[src/rtl/id_stage_pkg.sv]
// Shared decode definitions: opcode/funct constants, instruction IDs and
// immediate/register-use helpers for the ID stage.
package id_stage_pkg;

    localparam int InstIDDepth = 8;

    localparam logic [6:0] OPCODE_LUI      = 7'b0110111;
    localparam logic [6:0] OPCODE_AUIPC    = 7'b0010111;
    localparam logic [6:0] OPCODE_JAL      = 7'b1101111;
    localparam logic [6:0] OPCODE_JALR     = 7'b1100111;
    localparam logic [6:0] OPCODE_BRANCH   = 7'b1100011;
    localparam logic [6:0] OPCODE_LOAD     = 7'b0000011;
    localparam logic [6:0] OPCODE_STORE    = 7'b0100011;
    localparam logic [6:0] OPCODE_COMPU    = 7'b0010011;
    localparam logic [6:0] OPCODE_COMPR    = 7'b0110011;
    localparam logic [6:0] OPCODE_MISC_MEM = 7'b0001111;
    localparam logic [6:0] OPCODE_SYSTEM   = 7'b1110011;

    localparam logic [2:0] FUNCT3_000 = 3'b000;
    localparam logic [2:0] FUNCT3_001 = 3'b001;
    localparam logic [2:0] FUNCT3_010 = 3'b010;
    localparam logic [2:0] FUNCT3_011 = 3'b011;
    localparam logic [2:0] FUNCT3_100 = 3'b100;
    localparam logic [2:0] FUNCT3_101 = 3'b101;
    localparam logic [2:0] FUNCT3_110 = 3'b110;
    localparam logic [2:0] FUNCT3_111 = 3'b111;

    localparam logic [6:0] FUNCT7_BASE   = 7'b0000000;
    localparam logic [6:0] FUNCT7_ALT    = 7'b0100000;
    localparam logic [6:0] FUNCT7_MULDIV = 7'b0000001;

    typedef logic [InstIDDepth-1:0] id_t;

    localparam id_t ID_ILLEGAL = 8'd0;
    localparam id_t ID_LUI     = 8'd1;
    localparam id_t ID_AUIPC   = 8'd2;
    localparam id_t ID_JAL     = 8'd3;
    localparam id_t ID_JALR    = 8'd4;
    localparam id_t ID_BEQ     = 8'd5;
    localparam id_t ID_BNE     = 8'd6;
    localparam id_t ID_BLT     = 8'd7;
    localparam id_t ID_BGE     = 8'd8;
    localparam id_t ID_BLTU    = 8'd9;
    localparam id_t ID_BGEU    = 8'd10;
    localparam id_t ID_LB      = 8'd11;
    localparam id_t ID_LH      = 8'd12;
    localparam id_t ID_LW      = 8'd13;
    localparam id_t ID_LBU     = 8'd14;
    localparam id_t ID_LHU     = 8'd15;
    localparam id_t ID_SB      = 8'd16;
    localparam id_t ID_SH      = 8'd17;
    localparam id_t ID_SW      = 8'd18;
    localparam id_t ID_ADDI    = 8'd19;
    localparam id_t ID_SLTI    = 8'd20;
    localparam id_t ID_SLTIU   = 8'd21;
    localparam id_t ID_XORI    = 8'd22;
    localparam id_t ID_ORI     = 8'd23;
    localparam id_t ID_ANDI    = 8'd24;
    localparam id_t ID_SLLI    = 8'd25;
    localparam id_t ID_SRLI    = 8'd26;
    localparam id_t ID_SRAI    = 8'd27;
    localparam id_t ID_ADD     = 8'd28;
    localparam id_t ID_SUB     = 8'd29;
    localparam id_t ID_SLL     = 8'd30;
    localparam id_t ID_SLT     = 8'd31;
    localparam id_t ID_SLTU    = 8'd32;
    localparam id_t ID_XOR     = 8'd33;
    localparam id_t ID_SRL     = 8'd34;
    localparam id_t ID_SRA     = 8'd35;
    localparam id_t ID_OR      = 8'd36;
    localparam id_t ID_AND     = 8'd37;
    localparam id_t ID_FENCE   = 8'd38;
    localparam id_t ID_ECALL   = 8'd39;
    localparam id_t ID_EBREAK  = 8'd40;
    localparam id_t ID_MUL     = 8'd41;
    localparam id_t ID_MULH    = 8'd42;
    localparam id_t ID_MULHSU  = 8'd43;
    localparam id_t ID_MULHU   = 8'd44;
    localparam id_t ID_DIV     = 8'd45;
    localparam id_t ID_DIVU    = 8'd46;
    localparam id_t ID_REM     = 8'd47;
    localparam id_t ID_REMU    = 8'd48;

    // FMT_SH is the I-format shift variant whose immediate is the bare shamt.
    typedef enum logic [2:0] {
        FMT_NONE, FMT_R, FMT_I, FMT_SH, FMT_S, FMT_B, FMT_U, FMT_J
    } fmt_e;

    function automatic logic [31:0] imm_of(input fmt_e fmt, input logic [31:0] inst);
        logic [31:0] r;
        case (fmt)
            FMT_I:   r = {{20{inst[31]}}, inst[31:20]};
            FMT_SH:  r = {27'd0, inst[24:20]};
            FMT_S:   r = {{20{inst[31]}}, inst[31:25], inst[11:7]};
            FMT_B:   r = {{19{inst[31]}}, inst[31], inst[7], inst[30:25], inst[11:8], 1'b0};
            FMT_U:   r = {inst[31:12], 12'd0};
            FMT_J:   r = {{11{inst[31]}}, inst[31], inst[19:12], inst[20], inst[30:21], 1'b0};
            default: r = 32'd0;
        endcase
        return r;
    endfunction

    // Returns {rs1_vld, rs2_vld, rd_vld}.
    function automatic logic [2:0] vld_of(input fmt_e fmt);
        logic [2:0] r;
        case (fmt)
            FMT_R:          r = 3'b111;
            FMT_I, FMT_SH:  r = 3'b101;
            FMT_S, FMT_B:   r = 3'b110;
            FMT_U, FMT_J:   r = 3'b001;
            default:        r = 3'b000;
        endcase
        return r;
    endfunction

endpackage

[src/rtl/id_decode_comb.sv]
// Purely combinational RV32I(+M) decoder: instruction word in, fields,
// sign-extended immediate, instruction ID and illegal flag out.
module id_decode_comb
    import id_stage_pkg::*;
#(
    parameter int XLEN      = 32,
    parameter int INST_ID_W = InstIDDepth,
    parameter int EN_M      = 0
) (
    input  logic [31:0]          inst,
    output logic [6:0]           opcode,
    output logic [4:0]           rs1,
    output logic [4:0]           rs2,
    output logic [4:0]           rd,
    output logic                 rs1_vld,
    output logic                 rs2_vld,
    output logic                 rd_vld,
    output logic [XLEN-1:0]      imm,
    output logic [INST_ID_W-1:0] inst_id,
    output logic                 illegal
);

    logic [2:0]  funct3;
    logic [6:0]  funct7;
    id_t         id;
    fmt_e        fmt;
    logic [2:0]  vld;
    logic [31:0] imm32;

    assign opcode = inst[6:0];
    assign rd     = inst[11:7];
    assign funct3 = inst[14:12];
    assign rs1    = inst[19:15];
    assign rs2    = inst[24:20];
    assign funct7 = inst[31:25];

    always_comb begin
        id  = ID_ILLEGAL;
        fmt = FMT_NONE;
        case (opcode)
            OPCODE_LUI:   begin id = ID_LUI;   fmt = FMT_U; end
            OPCODE_AUIPC: begin id = ID_AUIPC; fmt = FMT_U; end
            OPCODE_JAL:   begin id = ID_JAL;   fmt = FMT_J; end
            OPCODE_JALR: begin
                fmt = FMT_I;
                if (funct3 == FUNCT3_000) id = ID_JALR;
            end
            OPCODE_BRANCH: begin
                fmt = FMT_B;
                case (funct3)
                    FUNCT3_000: id = ID_BEQ;
                    FUNCT3_001: id = ID_BNE;
                    FUNCT3_100: id = ID_BLT;
                    FUNCT3_101: id = ID_BGE;
                    FUNCT3_110: id = ID_BLTU;
                    FUNCT3_111: id = ID_BGEU;
                    default:    id = ID_ILLEGAL;
                endcase
            end
            OPCODE_LOAD: begin
                fmt = FMT_I;
                case (funct3)
                    FUNCT3_000: id = ID_LB;
                    FUNCT3_001: id = ID_LH;
                    FUNCT3_010: id = ID_LW;
                    FUNCT3_100: id = ID_LBU;
                    FUNCT3_101: id = ID_LHU;
                    default:    id = ID_ILLEGAL;
                endcase
            end
            OPCODE_STORE: begin
                fmt = FMT_S;
                case (funct3)
                    FUNCT3_000: id = ID_SB;
                    FUNCT3_001: id = ID_SH;
                    FUNCT3_010: id = ID_SW;
                    default:    id = ID_ILLEGAL;
                endcase
            end
            OPCODE_COMPU: begin
                fmt = FMT_I;
                case (funct3)
                    FUNCT3_000: id = ID_ADDI;
                    FUNCT3_010: id = ID_SLTI;
                    FUNCT3_011: id = ID_SLTIU;
                    FUNCT3_100: id = ID_XORI;
                    FUNCT3_110: id = ID_ORI;
                    FUNCT3_111: id = ID_ANDI;
                    FUNCT3_001: begin
                        fmt = FMT_SH;
                        if (funct7 == FUNCT7_BASE) id = ID_SLLI;
                    end
                    default: begin
                        fmt = FMT_SH;
                        if (funct7 == FUNCT7_BASE)     id = ID_SRLI;
                        else if (funct7 == FUNCT7_ALT) id = ID_SRAI;
                    end
                endcase
            end
            OPCODE_COMPR: begin
                fmt = FMT_R;
                if (funct7 == FUNCT7_BASE) begin
                    case (funct3)
                        FUNCT3_000: id = ID_ADD;
                        FUNCT3_001: id = ID_SLL;
                        FUNCT3_010: id = ID_SLT;
                        FUNCT3_011: id = ID_SLTU;
                        FUNCT3_100: id = ID_XOR;
                        FUNCT3_101: id = ID_SRL;
                        FUNCT3_110: id = ID_OR;
                        default:    id = ID_AND;
                    endcase
                end else if (funct7 == FUNCT7_ALT) begin
                    if (funct3 == FUNCT3_000)      id = ID_SUB;
                    else if (funct3 == FUNCT3_101) id = ID_SRA;
                end else if (funct7 == FUNCT7_MULDIV && EN_M != 0) begin
                    case (funct3)
                        FUNCT3_000: id = ID_MUL;
                        FUNCT3_001: id = ID_MULH;
                        FUNCT3_010: id = ID_MULHSU;
                        FUNCT3_011: id = ID_MULHU;
                        FUNCT3_100: id = ID_DIV;
                        FUNCT3_101: id = ID_DIVU;
                        FUNCT3_110: id = ID_REM;
                        default:    id = ID_REMU;
                    endcase
                end
            end
            OPCODE_MISC_MEM: begin
                fmt = FMT_I;
                if (funct3 == FUNCT3_000) id = ID_FENCE;
            end
            OPCODE_SYSTEM: begin
                fmt = FMT_I;
                if (funct3 == FUNCT3_000 && rs1 == 5'd0 && rd == 5'd0) begin
                    if (inst[31:20] == 12'd0)      id = ID_ECALL;
                    else if (inst[31:20] == 12'd1) id = ID_EBREAK;
                end
            end
            default: id = ID_ILLEGAL;
        endcase
    end

    // Illegal encodings and R-type carry no immediate; both report zero.
    always_comb begin
        illegal = (id == ID_ILLEGAL);
        vld     = illegal ? 3'b000 : vld_of(fmt);
        imm32   = illegal ? 32'd0 : imm_of(fmt, inst);
        rs1_vld = vld[2];
        rs2_vld = vld[1];
        rd_vld  = vld[0] && (rd != 5'd0);
        imm     = XLEN'($signed(imm32));
        inst_id = INST_ID_W'(id);
    end

endmodule

[src/rtl/id_stage.sv]
// Registered decode stage between IF and EX: output register with
// valid/ready handshake, load-use bubbles, JAL redirect and EX flush.
module id_stage
    import id_stage_pkg::*;
#(
    parameter int XLEN        = 32,
    parameter int INST_ID_W   = InstIDDepth,
    parameter int EN_M        = 0,
    parameter int EN_LOAD_USE = 1
) (
    input  logic                 clk,
    input  logic                 rst,
    input  logic                 in_valid,
    output logic                 in_ready,
    input  logic [31:0]          in_inst,
    input  logic [XLEN-1:0]      in_pc,
    input  logic                 flush,
    output logic                 out_valid,
    input  logic                 out_ready,
    output logic [XLEN-1:0]      out_pc,
    output logic [6:0]           out_opcode,
    output logic [4:0]           out_rs1,
    output logic [4:0]           out_rs2,
    output logic [4:0]           out_rd,
    output logic                 out_rs1_vld,
    output logic                 out_rs2_vld,
    output logic                 out_rd_vld,
    output logic [XLEN-1:0]      out_imm,
    output logic [INST_ID_W-1:0] out_inst_id,
    output logic                 out_illegal,
    output logic                 jmp_vld,
    output logic [XLEN-1:0]      jmp_addr
);

    logic [6:0]           dec_opcode;
    logic [4:0]           dec_rs1;
    logic [4:0]           dec_rs2;
    logic [4:0]           dec_rd;
    logic                 dec_rs1_vld;
    logic                 dec_rs2_vld;
    logic                 dec_rd_vld;
    logic [XLEN-1:0]      dec_imm;
    logic [INST_ID_W-1:0] dec_inst_id;
    logic                 dec_illegal;

    logic held_load;
    logic hazard;
    logic stall;
    logic take;

    id_decode_comb #(
        .XLEN      (XLEN),
        .INST_ID_W (INST_ID_W),
        .EN_M      (EN_M)
    ) u_decode (
        .inst    (in_inst),
        .opcode  (dec_opcode),
        .rs1     (dec_rs1),
        .rs2     (dec_rs2),
        .rd      (dec_rd),
        .rs1_vld (dec_rs1_vld),
        .rs2_vld (dec_rs2_vld),
        .rd_vld  (dec_rd_vld),
        .imm     (dec_imm),
        .inst_id (dec_inst_id),
        .illegal (dec_illegal)
    );

    // Handshake: a transfer happens on a cycle where valid && ready are both
    // high; valid never waits on ready, and a held output stays unchanged
    // until it transfers. Inputs taken during a flush or during the JAL
    // redirect cycle are accepted (IF is being redirected) but discarded.
    assign held_load = out_valid && (out_opcode == OPCODE_LOAD) && out_rd_vld;
    assign hazard    = in_valid &&
                       ((dec_rs1_vld && dec_rs1 == out_rd) ||
                        (dec_rs2_vld && dec_rs2 == out_rd));
    assign stall     = (EN_LOAD_USE != 0) && held_load && hazard && !flush && !jmp_vld;
    assign in_ready  = flush || jmp_vld || ((!out_valid || out_ready) && !stall);
    assign take      = in_valid && in_ready && !flush && !jmp_vld;

    always_ff @(posedge clk) begin
        if (rst) begin
            out_valid   <= 1'b0;
            out_pc      <= '0;
            out_opcode  <= '0;
            out_rs1     <= '0;
            out_rs2     <= '0;
            out_rd      <= '0;
            out_rs1_vld <= 1'b0;
            out_rs2_vld <= 1'b0;
            out_rd_vld  <= 1'b0;
            out_imm     <= '0;
            out_inst_id <= '0;
            out_illegal <= 1'b0;
            jmp_vld     <= 1'b0;
            jmp_addr    <= '0;
        end else if (flush) begin
            out_valid <= 1'b0;
            jmp_vld   <= 1'b0;
        end else begin
            jmp_vld <= 1'b0;
            if (take) begin
                out_valid   <= 1'b1;
                out_pc      <= in_pc;
                out_opcode  <= dec_opcode;
                out_rs1     <= dec_rs1;
                out_rs2     <= dec_rs2;
                out_rd      <= dec_rd;
                out_rs1_vld <= dec_rs1_vld;
                out_rs2_vld <= dec_rs2_vld;
                out_rd_vld  <= dec_rd_vld;
                out_imm     <= dec_imm;
                out_inst_id <= dec_inst_id;
                out_illegal <= dec_illegal;
                jmp_vld     <= (dec_opcode == OPCODE_JAL) && !dec_illegal;
                jmp_addr    <= in_pc + dec_imm;
            end else if (out_valid && out_ready) begin
                out_valid <= 1'b0;
            end
        end
    end

endmodule
[config.mk]
export PLATFORM = sky130hd
export DESIGN_NAME = id_stage
export DESIGN_NICKNAME = d
export VERILOG_FILES = /design/src/rtl/id_stage_pkg.sv /design/src/rtl/id_decode_comb.sv /design/src/rtl/id_stage.sv
export SDC_FILE = /design/constraint.sdc
export NUM_CORES = 1
export LEC_CHECK = 0
export CAP_MARGIN = 20
export CORE_UTILIZATION = 43
export CTS_BUF_LIST = sky130_fd_sc_hd__clkbuf_16
export DETAILED_ROUTE_END_ITERATION = 7
export HOLD_SLACK_MARGIN = 0.02
export PLACE_DENSITY = 0.7
export SYNTH_ARGS = -nofsm -noshare
export SYNTH_HDL_FRONTEND = slang
export SYNTH_SLANG_ARGS = --single-unit
[constraint.sdc]
create_clock -name clk -period 13.8 [get_ports clk]
set_clock_uncertainty 0.2 [all_clocks]
set_input_delay 3.45 -clock clk [delete_from_list [all_inputs] [get_ports clk]]
set_output_delay 3.45 -clock clk [all_outputs]
set_load 0.01 [all_outputs]
**After elaboration in Yosys (flattened, before gate mapping)**

Cells that the tools add are included.

- Bits in read-only memories: 0
- Output and inout port bits: 133
- Memories: 0
- Input port bits: 69
- Bits in registers: 132
- Logic and storage cells: 116
- Bits in writable memories: 0
- Bits in latches: 0

- Add/subtract/negate cells: 1
- $lt $le $gt $ge: 0
- Equality and inequality tests: 30
- Bitwise gates (word level): 2
- Muxes and demuxes: 26
- Shift-type cells: 0
- Div/mod/pow operators: 0
- Reduce and logical (&&, ||, !) cells: 43
- $mul: 0

Operators by type and width:

| operator | count |
|---|---|
| case mux 32 bit (6 select lines) | 1 |
| case mux 8 bit (11 select lines) | 1 |
| case mux 8 bit (7 select lines) | 1 |
| 2-to-1 mux 8 bit | 6 |
| case mux 6 bit (7 select lines) | 1 |
| adder 32 bit | 1 |
| 2-to-1 mux 32 bit | 1 |
| == test 7 x 6 -> 1 bit, second input constant | 4 |
| == test 7 bit, second input constant | 4 |
| == test 3 bit, second input constant | 8 |
| case mux 4 bit (6 select lines) | 1 |
| case mux 3 bit (7 select lines) | 1 |
| case mux 4 bit (5 select lines) | 1 |
| 2-to-1 mux 6 bit | 3 |
| logical AND 1 bit | 17 |
| case mux 5 bit (3 select lines) | 1 |
| == test 7 x 2 -> 1 bit, second input constant | 2 |
| == test 7 x 5 -> 1 bit, second input constant | 2 |
| == test 12 x 1 -> 1 bit, second input constant | 1 |
| == test 3 x 2 -> 1 bit, second input constant | 4 |
| logical NOT 12 bit | 1 |
| case mux 3 bit (4 select lines) | 1 |
| == test 5 bit | 2 |
| logical NOT 5 bit | 2 |
| 18 further kinds | 35 |

**Logic depth before layout (Yosys ltp)**

Gate-level depths: netlist of the first run.

- Word-level depth: 22
- Mapped depth: 24
- Mapped depth without buffers: 20

**Cells and area by module**

From an unflattened synthesis of the first run, not the netlist that was laid out.

- Cells, all modules: 1,092
- Area, all modules: 8,074.0 um^2

By module, submodules not included:

| module | instances | cells an instance | area an instance (um^2) |
|---|---|---|---|
| id_stage | 1 | 831 | 6,404.9 |
| id_decode_comb | 1 | 261 | 1,669.1 |

**Least setup slack after synthesis of the first run**

No wires, ideal clock.

- Path kind: input -> output
- From: input in_inst[2]
- To: output in_ready
- Slack: 5.074 ns
- Stages on the path: 8
- Path buffers: 2
- Required time: 10.150 ns
- Arrival: 5.076 ns
- Cell sequence: buf_2 > nor4bb_4 > buf_4 > nand4_1 > or3_1 > and3_4 > a31oi_1 > o21ai_0

- Word-level cells in the longest chain between the ends: 16
- Elaborated cells on any way between the ends: 38
- Classes of those cells: eq/ne: 18; mux: 4; reduce/logical: 16

Ends and longest elaborated chain:

| what | RTL line | RTL |
|---|---|---|
| start: declaration | id_stage.sv:15 | `input logic [31:0] in_inst,` |
| == test 7 bit, or another cell as far along | id_decode_comb.sv:40 | `case (opcode)` |
| OR reduction 4 bit (no line) / OR reduction 2 bit (equally long branches) | -- |  |
| case mux 3 bit (7 select lines) | id_decode_comb.sv:40 |  |
| == test 3 bit / == test 3 x 2 -> 1 bit (equally long branches) | id_stage_pkg.sv:106 | `case (fmt)` |
| OR reduction 2 bit | id_stage_pkg.sv:106 |  |
| case mux 3 bit (4 select lines) | id_stage_pkg.sv:106 |  |
| 2-to-1 mux 3 bit * | id_decode_comb.sv:147 | `vld = illegal ? 3'b000 : vld_of(fmt);` |
| logical AND 1 bit, on equally long branches | id_stage.sv:75, id_stage.sv:76 |  |
| logical OR 1 bit * | id_stage.sv:75 | `((dec_rs1_vld && dec_rs1 == out_rd) \|\|` |
| logical AND 1 bit * | id_stage.sv:74 | `assign hazard = in_valid &&` |
| logical AND 1 bit * (3 in series) | id_stage.sv:77 | `assign stall = (EN_LOAD_USE != 0) && held_load && hazard && !flush && !jmp_vld;` |
| logical NOT 1 bit * | id_stage.sv:78 | `assign in_ready = flush \|\| jmp_vld \|\| ((!out_valid \|\| out_ready) && !stall);` |
| logical AND 1 bit * | id_stage.sv:78 |  |
| logical OR 1 bit * | id_stage.sv:78 |  |
| end: declaration | id_stage.sv:14 | `output logic in_ready,` |

Every way passes the cells marked *; elsewhere a longest branch is shown, timed or not.

**Worst setup path after layout of the first run**

- From: input in_inst[12]
- To: output in_ready

- Word-level cells in the longest chain between the ends: 17
- Elaborated cells on any way between the ends: 49
- Classes of those cells: eq/ne: 14; mux: 17; reduce/logical: 18

Ends and longest elaborated chain:

| what | RTL line |
|---|---|
| == test 3 bit, or another cell as far along | id_decode_comb.sv:50, id_decode_comb.sv:82 |
| OR reduction 6 bit (no line) / 2-to-1 mux 6 bit (equally long branches) | -- |
| 2-to-1 mux 1 bit / 2-to-1 mux 8 bit (equally long branches) | id_decode_comb.sv:82, id_decode_comb.sv:114 |
| case mux 3 bit (7 select lines) / 2-to-1 mux 8 bit (equally long branches) | id_decode_comb.sv:40, id_decode_comb.sv:113 |
| == test 3 bit, or another cell as far along | id_stage_pkg.sv:106 |
| OR reduction 2 bit / case mux 8 bit (11 select lines) (equally long branches) | id_stage_pkg.sv:106, id_decode_comb.sv:40 |
| case mux 3 bit (4 select lines) / logical NOT 8 bit (equally long branches) | id_stage_pkg.sv:106, id_decode_comb.sv:146 |
| 2-to-1 mux 3 bit * | id_decode_comb.sv:147 |
| logical AND 1 bit, on equally long branches | id_stage.sv:75, id_stage.sv:76 |
| logical OR 1 bit * | id_stage.sv:75 |
| logical AND 1 bit * | id_stage.sv:74 |
| logical AND 1 bit * (3 in series) | id_stage.sv:77 |
| logical NOT 1 bit * | id_stage.sv:78 |
| logical AND 1 bit * | id_stage.sv:78 |
| logical OR 1 bit * | id_stage.sv:78 |

Marks and branches as above.

==> out/qor.txt, run 1 <==
Status = finished clean
Antenna violations before repair = 1
Crit path DAT = 7.00 ns
Sink Count = 130
Count leader, synth = nand2_1
Sequential share of power = 39.6%
Fmax = 93.93 MHz
Placed insts = 1391
Core area = 0.01730 mm2
Switch Pwr = 265.2 uW
Final setup fails = 0
Layout cells sized above 1 = 4.424%
Ports = 202
H-tree levels = 4
CTS tree = yes
Worst Path Required = 10.15 ns
Fillers = 1625
Post-CTS Resized = 0
R2r endpoint = jmp_addr[28]$_SDFFE_PP0P_
Vias = 8006
Post-synth top cells = 243 x nand2_1, 176 x a21oi_1, 130 x dfxtp_1, 42 x nor2_1
P per Cell Area = 97.95 mW/mm2
Post-CTS Setup Inserts = 0
Hold Path Class = flop to flop
Clock buffer count from CTS = 17
Die H = 135.0 um
Detailed Route Iter0 Violations = 550
Sw frac = 26.52%
Fraction of registers with async set/reset = 0%
Drt wl/cell = 18.05 um
Crit path top cell by count = clkdlybuf4s50_1
Worst-margin pin slew = 1.081 ns
Vias per cell = 5.626
Logic pwr share = 14.6%
Ant. Diodes = 0
Synth area leader = dfxtp_1
Slowest CP cell = clkdlybuf4s50_1
# rows = 48
Critical path type = input pin to primary output
I/O Buffers = 199
CP Launch Point = in_inst[12]
EDFF count, synth = 0
Clock-pin slew on the worst setup and hold paths = 0.06 ns
Synth warn = 0
Synth top area share = 34.24%
CP Capture Type = primary output
Critical Path Fanout Max = 22
Reg-to-Reg Start = out_rd[4]$_SDFFE_PP0P_
Pre-antenna DRT Iters = 5
Synth Flop Type = dfxtp_1
Tmin final = 10.65 ns
Post-layout nets = 1286
Power share of the clock group = 45.7%
RSZ-0062 raised after global routing = no
Mapped cell area = 0.007601 mm2
Routed Antenna Nets = 0
CP max stage delay = 0.79 ns
Worst slew margin = 27.93%
Worst setup path end = in_ready
DRC violations left = 0
Post-CTS Hold Buffers = 0
Largest net degree at the start of global routing = 86
Synth unique cells = 75
Starting Density = 43.95%
Placer Congestion = 0.9449
Synth area leaders = dfxtp_1 34%, nand2_1 12%, a21oi_1 12%
Maximum vdd ir drop = 0.08650 mV
Total track usage = 28.13%
Area Growth Syn to Fin = 34.34%
Detail Placement HPWL = 18780 um
Setup TNS = 0 ns
Worst-Skew Late Latency = 0.42 ns
Critical Path Source Type = input pin
Critical path cell sequence = clkdlybuf4s50_1 > nor2_1 > nand3_1 > nor3b_1 > a211oi_1 > and4_1 > a31oi_1 > o21ai_0 > clkdlybuf4s50_1
Part of the Yosys area used for sequential elements = 34.24%
Max_cap viols = 0
Register bit total from synthesis = 130
Vias in the first global route = 7297
Final Hold Fails = 0
LEAKAGE = 0.003768 uW
Total Power = 1000 uW
Total Wirelength = 25690 um
Post-Syn Instances = 1029
Final count of pins violating max slew = 0
Syn Area/Cell = 7.387 um2
Grt total ovfl = 0
Multi-input logic area = 0.004596 mm2
Horiz. Die Dim = 135.0 um
Clock Tree Root = clkbuf_16
R2R cell count = 10
Internal Pwr Total = 735.0 uW
First-pass GRT wire length = 39770 um
Register-to-Register Setup Slack = 10.11 ns
Cell Count, Final, Fillers Out = 1423
Reg area = 0.002603 mm2
CTS max path bufs = 2
Die area = 0.01821 mm2
Crit share post-route = 77.14%
==> cells by family (layout without fill, tap and decap cells) <==
logic type | Yosys count | after routing | share of synthesized area [%]
simple gates | 425 | 425 | 25.91
xor+xnor | 33 | 33 | 3.983
flops | 130 | 130 | 34.24
buf+inv | 94 | 262 | 5.481
compound gates | 312 | 312 | 24.71
other cells | 1 | 2 | 0.04934
fa+ha+maj | 32 | 32 | 5.366
mux | 2 | 2 | 0.2634
==> placed cells by master, fill, tap and decap left out, types with 7 or more instances in the layout <==
cell type and n:
nor2b_1 9, nand4_1 11, nand3b_1 7, a21oi_1 176, nand3_1 36, clkbuf_16 17
o21ai_0 28, nor2_1 42, o211ai_1 7, nor4_1 7, xor2_1 16, ha_1 31
nor3_1 18, buf_4 10, a21o_1 14, a211oi_1 34, xnor2_1 16, nand2_1 243
clkdlybuf4s50_1 198, dfxtp_1 130, o21a_1 7, and2_1 11, inv_1 23
==> power by group through the flow <==
| stage | clock network, uW | registers [uW] | logic [uW] |
|---|---|---|---|
| after CTS | 464 | 396 | 146 |
| final | 457 | 396 | 146 |
| after global placement | 0 | 404 | 145 |
| after global routing | 480 | 398 | 159 |
| after floorplan | 0 | 410 | 68.7 |
| after detailed placement | 0 | 405 | 145 |
==> layer usage <==
layer	vias up	track usage [%]	share of wire (%)
met5	-	0	0.051
met4	2	8.677	1.7
met3	34	6.719	8.1
met2	331	41.84	43
met1	3704	39.86	47
li1	3935	-	-
==> worst min path at each step <==
| stage | from | to | slack, ns | depth (start not counted) |
|---|---|---|---|---|
| 6_report | out_pc[1]$_SDFFE_PP0P_ | out_pc[1]$_SDFFE_PP0P_ | 0.25 | 2 |
| 2_1_floorplan | jmp_addr[23]$_SDFFE_PP0P_ | jmp_addr[23]$_SDFFE_PP0P_ | 0.28 | 2 |
| 3_5_place_dp | jmp_addr[23]$_SDFFE_PP0P_ | jmp_addr[23]$_SDFFE_PP0P_ | 0.24 | 2 |
| 3_3_place_gp | jmp_addr[20]$_SDFFE_PP0P_ | jmp_addr[20]$_SDFFE_PP0P_ | 0.24 | 2 |
| 5_1_grt | jmp_addr[23]$_SDFFE_PP0P_ | jmp_addr[23]$_SDFFE_PP0P_ | 0.26 | 2 |
| 4_1_cts | jmp_addr[23]$_SDFFE_PP0P_ | jmp_addr[23]$_SDFFE_PP0P_ | 0.25 | 2 |
==> per-stage QoR <==
step	util (%)	worst slack, ns	instance area [um2]	hold WS [ns]
after global routing	59.04	2.927	10210	0.2644
final	59.04	3.154	10210	0.2513
after floorplan	-	5.074	7605	0.2761
after detailed placement	55.61	3.272	9619	0.2446
after CTS	59.04	3.247	10210	0.2536
after global placement	55.61	3.313	9619	0.2382
==> area by class of cell <==
type / count / area share [%]
multi-input combinational: 806 / 45.01
tap: 225 / 2.757
inverter: 22 / 0.8087
sequential: 130 / 25.49
timing repair buffer: 208 / 20.14
clock inverter: 15 / 1.630
clock buffer: 17 / 4.166
==> state kept, by name, indices dropped and copies added, names as in the netlist <==
name / cells
out_rd_vld: 1
out_rs1: 5
out_rs2: 5
out_rd: 5
jmp_addr: 32
out_illegal: 1
out_imm: 32
jmp_vld: 1
out_opcode: 7
out_pc: 32
out_valid: 1
out_inst_id: 6
out_rs2_vld: 1
out_rs1_vld: 1
==> critical path, delay by kind of cell <==
family                 cells  cell delay, ns
AND/OR/NAND/NOR            4            1.42
buffers and inverters      2            1.30
AO/OA/AOI/OAI              3            0.82
Note: power is estimated with default switching activity, not from simulation.
==> run 2, diff against run 1 <==
--- a/config.mk
+++ b/config.mk
@@ -10,7 +10,7 @@
 export CTS_BUF_LIST = sky130_fd_sc_hd__clkbuf_16
 export DETAILED_ROUTE_END_ITERATION = 7
 export HOLD_SLACK_MARGIN = 0.02
-export PLACE_DENSITY = 0.7
+export PLACE_DENSITY = 0.73
 export SYNTH_ARGS = -nofsm -noshare
 export SYNTH_HDL_FRONTEND = slang
 export SYNTH_SLANG_ARGS = --single-unit
==> constraint.sdc (replaced) <==
create_clock -name clk -period 9.4 [get_ports clk]
set_clock_uncertainty 0.2 [all_clocks]
set_input_delay 2.35 -clock clk [delete_from_list [all_inputs] [get_ports clk]]
set_output_delay 2.35 -clock clk [all_outputs]
set_load 0.01 [all_outputs]
==> run 2 against run 1 <==
Clock power rose by 51%. Cell count up 0.56%. Sequential power rose by 47%. Setup slack lost 2.1 ns. Count of clock-buffer cells in the layout did not move.
==> out/qor.txt, run 2 (synthesized netlist as in run 1, its figures left out) <==
Vias in the first global route = 7479 (+2.5%)
Sink Count = 130 (unchanged)
Largest net degree at the start of global routing = 86 (unchanged)
Register-to-Register Setup Slack = 5.69 ns (-4.42 ns)
Post-CTS Resized = 0 (unchanged)
Grt total ovfl = 0 (unchanged)
Pre-CTS setup slack = 0.7802 ns (-2.491 ns)
LEAKAGE = 0.003829 uW (+1.6%)
Layout cells sized above 1 = 5.224% (+0.80 points)
Maximum vdd ir drop = 0.1209 mV (+40%)
Total Power = 1491 uW (+49%)
Ant. Diodes = 0 (unchanged)
CTS tree = yes
H-tree levels = 4 (unchanged)
Largest regs = jmp_addr x32, out_imm x32, out_pc x32
Total Wirelength = 25700 um (about the same)
Vias = 8105 (+1.2%)
Post-CTS Setup Inserts = 0 (unchanged)
Critical Path Source Type = input pin
Post-layout nets = 1294 (+0.62%)
Most frequent cells in the layout = 243 x nand2_1, 198 x clkdlybuf4s50_1, 176 x a21oi_1, 130 x dfxtp_1, 42 x nor2_1
Max_cap viols = 0 (unchanged)
# rows = 48 (unchanged)
Worst Path Required = 9.47 ns (-0.68 ns)
Final hold slack = 0.2514 ns (+0.00009300 ns)
Clock Tree Root = clkbuf_16
Hold Path Class = flop to flop
Hold path endpoint = jmp_addr[12]$_SDFFE_PP0P_
Tmin final = 8.308 ns
Critical Path Fanout Max = 24 (+9.1%)
R2r endpoint = out_rd_vld$_SDFFE_PP0P_
Crit path DAT = 8.38 ns (+1.38 ns)
Clock-pin slew on the worst setup and hold paths = 0.06 ns (about the same)
Ports = 202 (unchanged)
Clock buffer count from CTS = 17 (unchanged)
Horiz. Die Dim = 135.0 um (unchanged)
P per Cell Area = 144.6 mW/mm2 (+48%)
Post-CTS Hold Buffers = 0 (unchanged)
RSZ-0062 raised after global routing = no
Vias per cell = 5.664 (+0.67%)
Depth of the worst hold-timing path = 2 (unchanged)
Final Hold Fails = 0 (unchanged)
Antenna violations before repair = 0 (-1)
Starting Density = 43.95% (unchanged)
Reg-to-Reg Start = out_rd[4]$_SDFFE_PP0P_
Routed Antenna Nets = 0 (unchanged)
Critical path type = input pin to flop
DRC violations left = 0 (unchanged)
Worst slew margin = 30.19% (+2.3 points)
Status = finished clean
Worst-margin pin slew = 1.021 ns (-0.06033 ns)
R2R cell count = 10 (unchanged)
Hold Path Origin = jmp_addr[12]$_SDFFE_PP0P_
Pre-antenna DRT Iters = 5 (unchanged)
CP Capture Type = flop
First-pass GRT wire length = 40620 um (+2.1%)
Die area = 0.01821 mm2 (unchanged)
Crit share post-route = 88.39%
Drt wl/cell = 17.96 um (-0.51%)
Setup TNS = 0 ns (unchanged)
Worst-Skew Late Latency = 0.42 ns (about the same)
Detailed Route Iter0 Violations = 752 (+37%)
Most common cell after layout, fill and taps aside = nand2_1
Die H = 135.0 um (unchanged)
Detail Placement HPWL = 18760 um (-0.11%)
Placer Congestion = 0.9619 (+1.8%)
I/O Buffers = 199 (unchanged)
CTS max path bufs = 2 (unchanged)
Total track usage = 28.65% (+0.51 points)
Area Growth Syn to Fin = 35.69%
Final count of pins violating max slew = 0 (unchanged)
Fmax = 120.4 MHz
Core area = 0.01730 mm2 (unchanged)
Final WS setup = 1.092 ns (-2.063 ns)
Final setup fails = 0 (unchanged)
[run 2: cell types whose count changed in the layout (fill, tap and decap cells not counted), sizes merged]
| cell | before | now |
|---|---|---|
| buf | 10 | 18 |
| inv | 24 | 27 |
| clkinv | 8 | 6 |
| clkinvlp | 2 | 1 |
[run 2: through the flow]
| step | std cells | cell area, um2 | utilization (%) |
|---|---|---|---|
| 3_5_place_dp | 1398 | 9684 | 55.99 |
| 6_report | 1431 | 10310 | 59.63 |
| 3_3_place_gp | 1398 | 9684 | 55.99 |
| 5_1_grt | 1431 | 10310 | 59.63 |
| 4_1_cts | 1430 | 10290 | 59.51 |
| 2_1_floorplan | 1030 | 7605 | - |
[run 2: power by group]
group          internal (uW)  switching, uW  leakage [uW]
logic                   97.3            123       0.00247
clock network            421            268      0.000301
registers                571           11.4       0.00106
total                   1090            402       0.00383
[run 2: worst max-delay path by stage]
stage / startpoint / endpoint / slack (ns) / cells after the start
finish: in_inst[13] / jmp_addr[26]$_SDFFE_PP0P_ / 1.09 / 21
global route: in_inst[13] / jmp_addr[26]$_SDFFE_PP0P_ / 0.57 / 21
CTS: in_inst[13] / jmp_addr[26]$_SDFFE_PP0P_ / 1.16 / 21
detailed placement: in_inst[13] / jmp_addr[26]$_SDFFE_PP0P_ / 0.78 / 21
global placement: in_inst[13] / jmp_addr[26]$_SDFFE_PP0P_ / 0.92 / 21
floorplan: in_inst[14] / jmp_addr[30]$_SDFFE_PP0P_ / 2.23 / 24
[run 2: critical path, cell delays in order]
cell             delay (ns)
clkdlybuf4s50_1        0.82
nor2b_1                0.36
nor2b_1                0.15
o21ai_0                0.16
a21oi_1                0.12
nor4_2                 0.42
and3_1                 0.43
nand2_1                0.13
nand2_1                0.15
nor2_1                 0.07
ha_1                   0.24
fa_1                   0.43
a21oi_1                0.22
o21ai_0                0.15
a2111oi_0              0.94
nor4_1                 0.26
o21ai_0                0.36
a21oi_1                0.15
a21boi_0               0.23
xor2_1                 0.17
o31ai_1                0.07
[run 2: area by class of cell]
class | count | area [um2]
clock inverter | 15 | 183.9
fill | 1640 | 6983
tap | 225 | 281.5
sequential | 130 | 2603
inverter | 22 | 82.58
multi-input combinational | 806 | 4596
clock buffer | 17 | 425.4
timing repair buffer | 216 | 2142
[run 2: metal layers]
layer	track usage [%]	vias up	part of all wire, %
met5	0	-	0
li1	-	3958	-
met4	10.11	0	2.3
met1	40.56	3780	48
met2	43.30	325	43
met3	5.255	42	6.6
==> run 3, diff against run 2 <==
--- a/config.mk
+++ b/config.mk
@@ -9,8 +9,9 @@
 export CORE_UTILIZATION = 43
 export CTS_BUF_LIST = sky130_fd_sc_hd__clkbuf_16
 export DETAILED_ROUTE_END_ITERATION = 7
-export HOLD_SLACK_MARGIN = 0.02
-export PLACE_DENSITY = 0.73
+export HOLD_SLACK_MARGIN = 0.08
+export PLACE_DENSITY = 0.69
 export SYNTH_ARGS = -nofsm -noshare
 export SYNTH_HDL_FRONTEND = slang
+export SYNTH_HIERARCHICAL = 1
 export SYNTH_SLANG_ARGS = --single-unit
==> constraint.sdc (replaced) <==
create_clock -name clk -period 10.4 [get_ports clk]
set_clock_uncertainty 0.2 [all_clocks]
set_input_delay 2.6 -clock clk [delete_from_list [all_inputs] [get_ports clk]]
set_output_delay 2.6 -clock clk [all_outputs]
set_load 0.01 [all_outputs]
==> run 3 against run 2 <==
The flow now finishes with violations (DRC). Synthesized cell count is 6.1% higher. Cell count increased by 2.7%. Critical path depth decreased by 8. Core utilization decreased by 2.1 points. Sequential share of layout area barely moved.
==> out/qor.txt, run 3 <==
Worst slew margin = 42.30% (+12 points)
Die area = 0.01933 mm2 (+6.1%)
# rows = 49 (+2.1%)
Total Power = 1356 uW (-9.1%)
Post-CTS Resized = 0 (unchanged)
Detailed Route Iter0 Violations = 634 (-16%)
Part of the Yosys area used for sequential elements = 32.73% (-1.5 points)
Worst-Skew Late Latency = 0.43 ns (about the same)
Synth area leaders = dfxtp_1 33%, nand2_1 13%, a21oi_1 10%
Synth top area share = 32.73% (-1.5 points)
Fillers = 1729 (+5.4%)
LEAKAGE = 0.003814 uW (-0.41%)
Syn Area/Cell = 7.394 um2 (about the same)
Drt wl/cell = 17.72 um (-1.3%)
P per Cell Area = 129.5 mW/mm2 (-10%)
Clock-pin slew on the worst setup and hold paths = 0.06 ns (about the same)
Fmax = 106.4 MHz
Sink Count = 132 (+1.5%)
Post-CTS Hold Buffers = 0 (unchanged)
Post-layout nets = 1328 (+2.6%)
Largest net degree at the start of global routing = 133 (+55%)
Ports = 202 (unchanged)
H-tree levels = 4 (unchanged)
Critical Path Source Type = input pin
Synth warn = 6 (+6)
Failing checks = DRC
First-pass GRT wire length = 41120 um (+1.2%)
Final count of pins violating max slew = 0 (unchanged)
Worst Path Required = 7.60 ns (-1.87 ns)
Final setup fails = 0 (unchanged)
Most common cell after layout, fill and taps aside = nand2_1
EDFF count, synth = 0 (unchanged)
RSZ-0062 raised after global routing = no
CTS max path bufs = 2 (unchanged)
Routed Antenna Nets = 0 (unchanged)
Synth area leader = dfxtp_1
Crit share post-route = 90.37%
CP Launch Point = in_inst[28]
Delay-heaviest family, CP = simple AND/OR/NAND/NOR gates
Hold Path Origin = out_pc[12]$_SDFFE_PP0P_
Largest regs = jmp_addr x32, out_imm x32, out_pc x32
Post-CTS Setup Inserts = 0 (unchanged)
Reg area = 0.002643 mm2 (+1.5%)
Total Wirelength = 26040 um (+1.3%)
Critical path cell sequence = clkdlybuf4s50_1 > nor4_2 > nand4_1 > nor4_1 > a211oi_1 > o21ai_1 > nor4_4 > a211oi_1 > and3_1 > a31oi_1 > o21ai_1 > nand2_1 > clkdlybuf4s50_1
Status = complete, but fails checks
Depth of the worst hold-timing path = 2 (unchanged)
Core area = 0.01821 mm2 (+5.3%)
Max_cap viols = 0 (unchanged)
Area Growth Syn to Fin = 29.64%
Multi-input logic area = 0.004792 mm2 (+4.3%)
Cell Count, Final, Fillers Out = 1469 (+2.7%)
Setup TNS = 0 ns (unchanged)
Maximum vdd ir drop = 0.1110 mV (-8.2%)
Die H = 139.0 um (+3.0%)
I/O Buffers = 201 (+1.0%)
Register bit total from synthesis = 132 (+1.5%)
Antenna violations before repair = 0 (unchanged)
Crit path DAT = 6.60 ns (-1.78 ns)
Total track usage = 26.84% (-1.8 points)
Hold Path Class = flop to flop
R2R cell count = 10 (unchanged)
Horiz. Die Dim = 139.0 um (+3.0%)
CTS tree = yes
Tmin final = 9.399 ns
Critical Path Fanout Max = 7 (-71%)
Placer Congestion = 0.8995 (-6.5%)
Clock Tree Root = clkbuf_16
Most frequent cells in the layout = 280 x nand2_1, 200 x clkdlybuf4s50_1, 167 x a21oi_1, 132 x dfxtp_1, 49 x nor2_1
Ant. Diodes = 0 (unchanged)
CP Buf/Inv Count = 2 (+1)
CP max stage delay = 0.73 ns (-0.21 ns)
Count leader, synth = nand2_1
Mapped cell area = 0.008074 mm2 (+6.2%)
Placed insts = 1436 (+2.7%)
Grt total ovfl = 0 (unchanged)
Synth unique cells = 76 (+1.3%)
Reg-to-Reg Start = out_rd[3]$_SDFFE_PP0P_
Final Hold Fails = 0 (unchanged)
Critical Path Stages = 13 (-38%)
Vias in the first global route = 7695 (+2.9%)
Post-synth top cells = 280 x nand2_1, 167 x a21oi_1, 132 x dfxtp_1, 50 x nor2_1, 34 x clkbuf_1
Synth Flop Type = dfxtp_1
Detail Placement HPWL = 18980 um (+1.2%)
Slowest CP cell = nor4_2
Clock buffer count from CTS = 17 (unchanged)
Pre-antenna DRT Iters = 8 (+3)
CP Capture Type = primary output
Vias = 8258 (+1.9%)
Critical path type = input pin to primary output
Fraction of registers with async set/reset = 0% (unchanged)
Vias per cell = 5.622 (-0.75%)
Post-Syn Instances = 1092 (+6.1%)
DRC violations left = 12 (+12)
Worst-margin pin slew = 0.8623 ns (-0.1585 ns)
Starting Density = 44.34% (+0.40 points)
Layout cells sized above 1 = 7.500% (+2.3 points)
-- run 3: stage by stage --
step | util [%] | instance area (um2) | worst slack (ns) | hold slack (ns)
floorplan | - | 8078 | 2.735 | 0.2761
global placement | 54.25 | 9878 | 1.128 | 0.2384
detailed placement | 54.25 | 9878 | 1.077 | 0.2453
CTS | 57.45 | 10460 | 1.071 | 0.2521
global route | 57.49 | 10470 | 0.7634 | 0.2680
finish | 57.49 | 10470 | 1.001 | 0.2530
-- run 3: cell families (layout without fill, tap and decap cells) --
logic type      Yosys count  count (layout)  share of synthesized area [%]
simple gates            484             484                          27.77
xor+xnor                 32              32                          3.471
mux                       5               5                         0.6199
flops                   132             132                          32.73
other cells               1               2                        0.04645
compound gates          293             293                          22.22
buf+inv                 113             260                          8.089
fa+ha+maj                32              32                          5.052
-- run 3: final timing paths --
check	slack, ns	to
worst max-delay path	1.00	in_ready
worst min-delay path	0.25	out_pc[12]$_SDFFE_PP0P_
worst min register to register	0.25	out_pc[12]$_SDFFE_PP0P_
worst max register to register	7.21	jmp_addr[26]$_SDFFE_PP0P_
-- run 3: final cells by class --
type	instances	share of cell area, %
clock buffers	17	4.064
flip-flops and latches	132	25.25
clock inverters	15	1.494
inverters	16	0.5738
repair buffers	212	20.11
multi-input cells	848	45.78
well taps	229	2.737
-- run 3: power breakdown --
group          switching (uW)  leakage (uW)  total [uW]  internal, uW
registers                10.2       0.00107         534           523
clock network             250      0.000285         605           355
logic                     124       0.00245         217          93.1
total                     384       0.00381        1360           972
-- run 3: layer usage --
| layer | vias up | wire, um | share of wire [%] | track usage (%) |
|---|---|---|---|---|
| met2 | 308 | 12360 | 47 | 44.95 |
| met4 | 0 | 673 | 2.6 | 9.649 |
| met1 | 3844 | 11430 | 44 | 34.68 |
| met5 | - | 0 | 0 | 0 |
| li1 | 4063 | - | - | - |
| met3 | 43 | 1577 | 6.1 | 4.523 |
-- run 3: worst reg2reg max path, delay by kind of cell, from the launching register on --
family | cells | cell delay (ns)
and+or+nand+nor | 5 | 1.26
AOI/OAI and AO/OA | 3 | 0.66
buffers and inverters | 1 | 0.42
DFF | 1 | 0.36
xor gates and xnor gates | 1 | 0.19
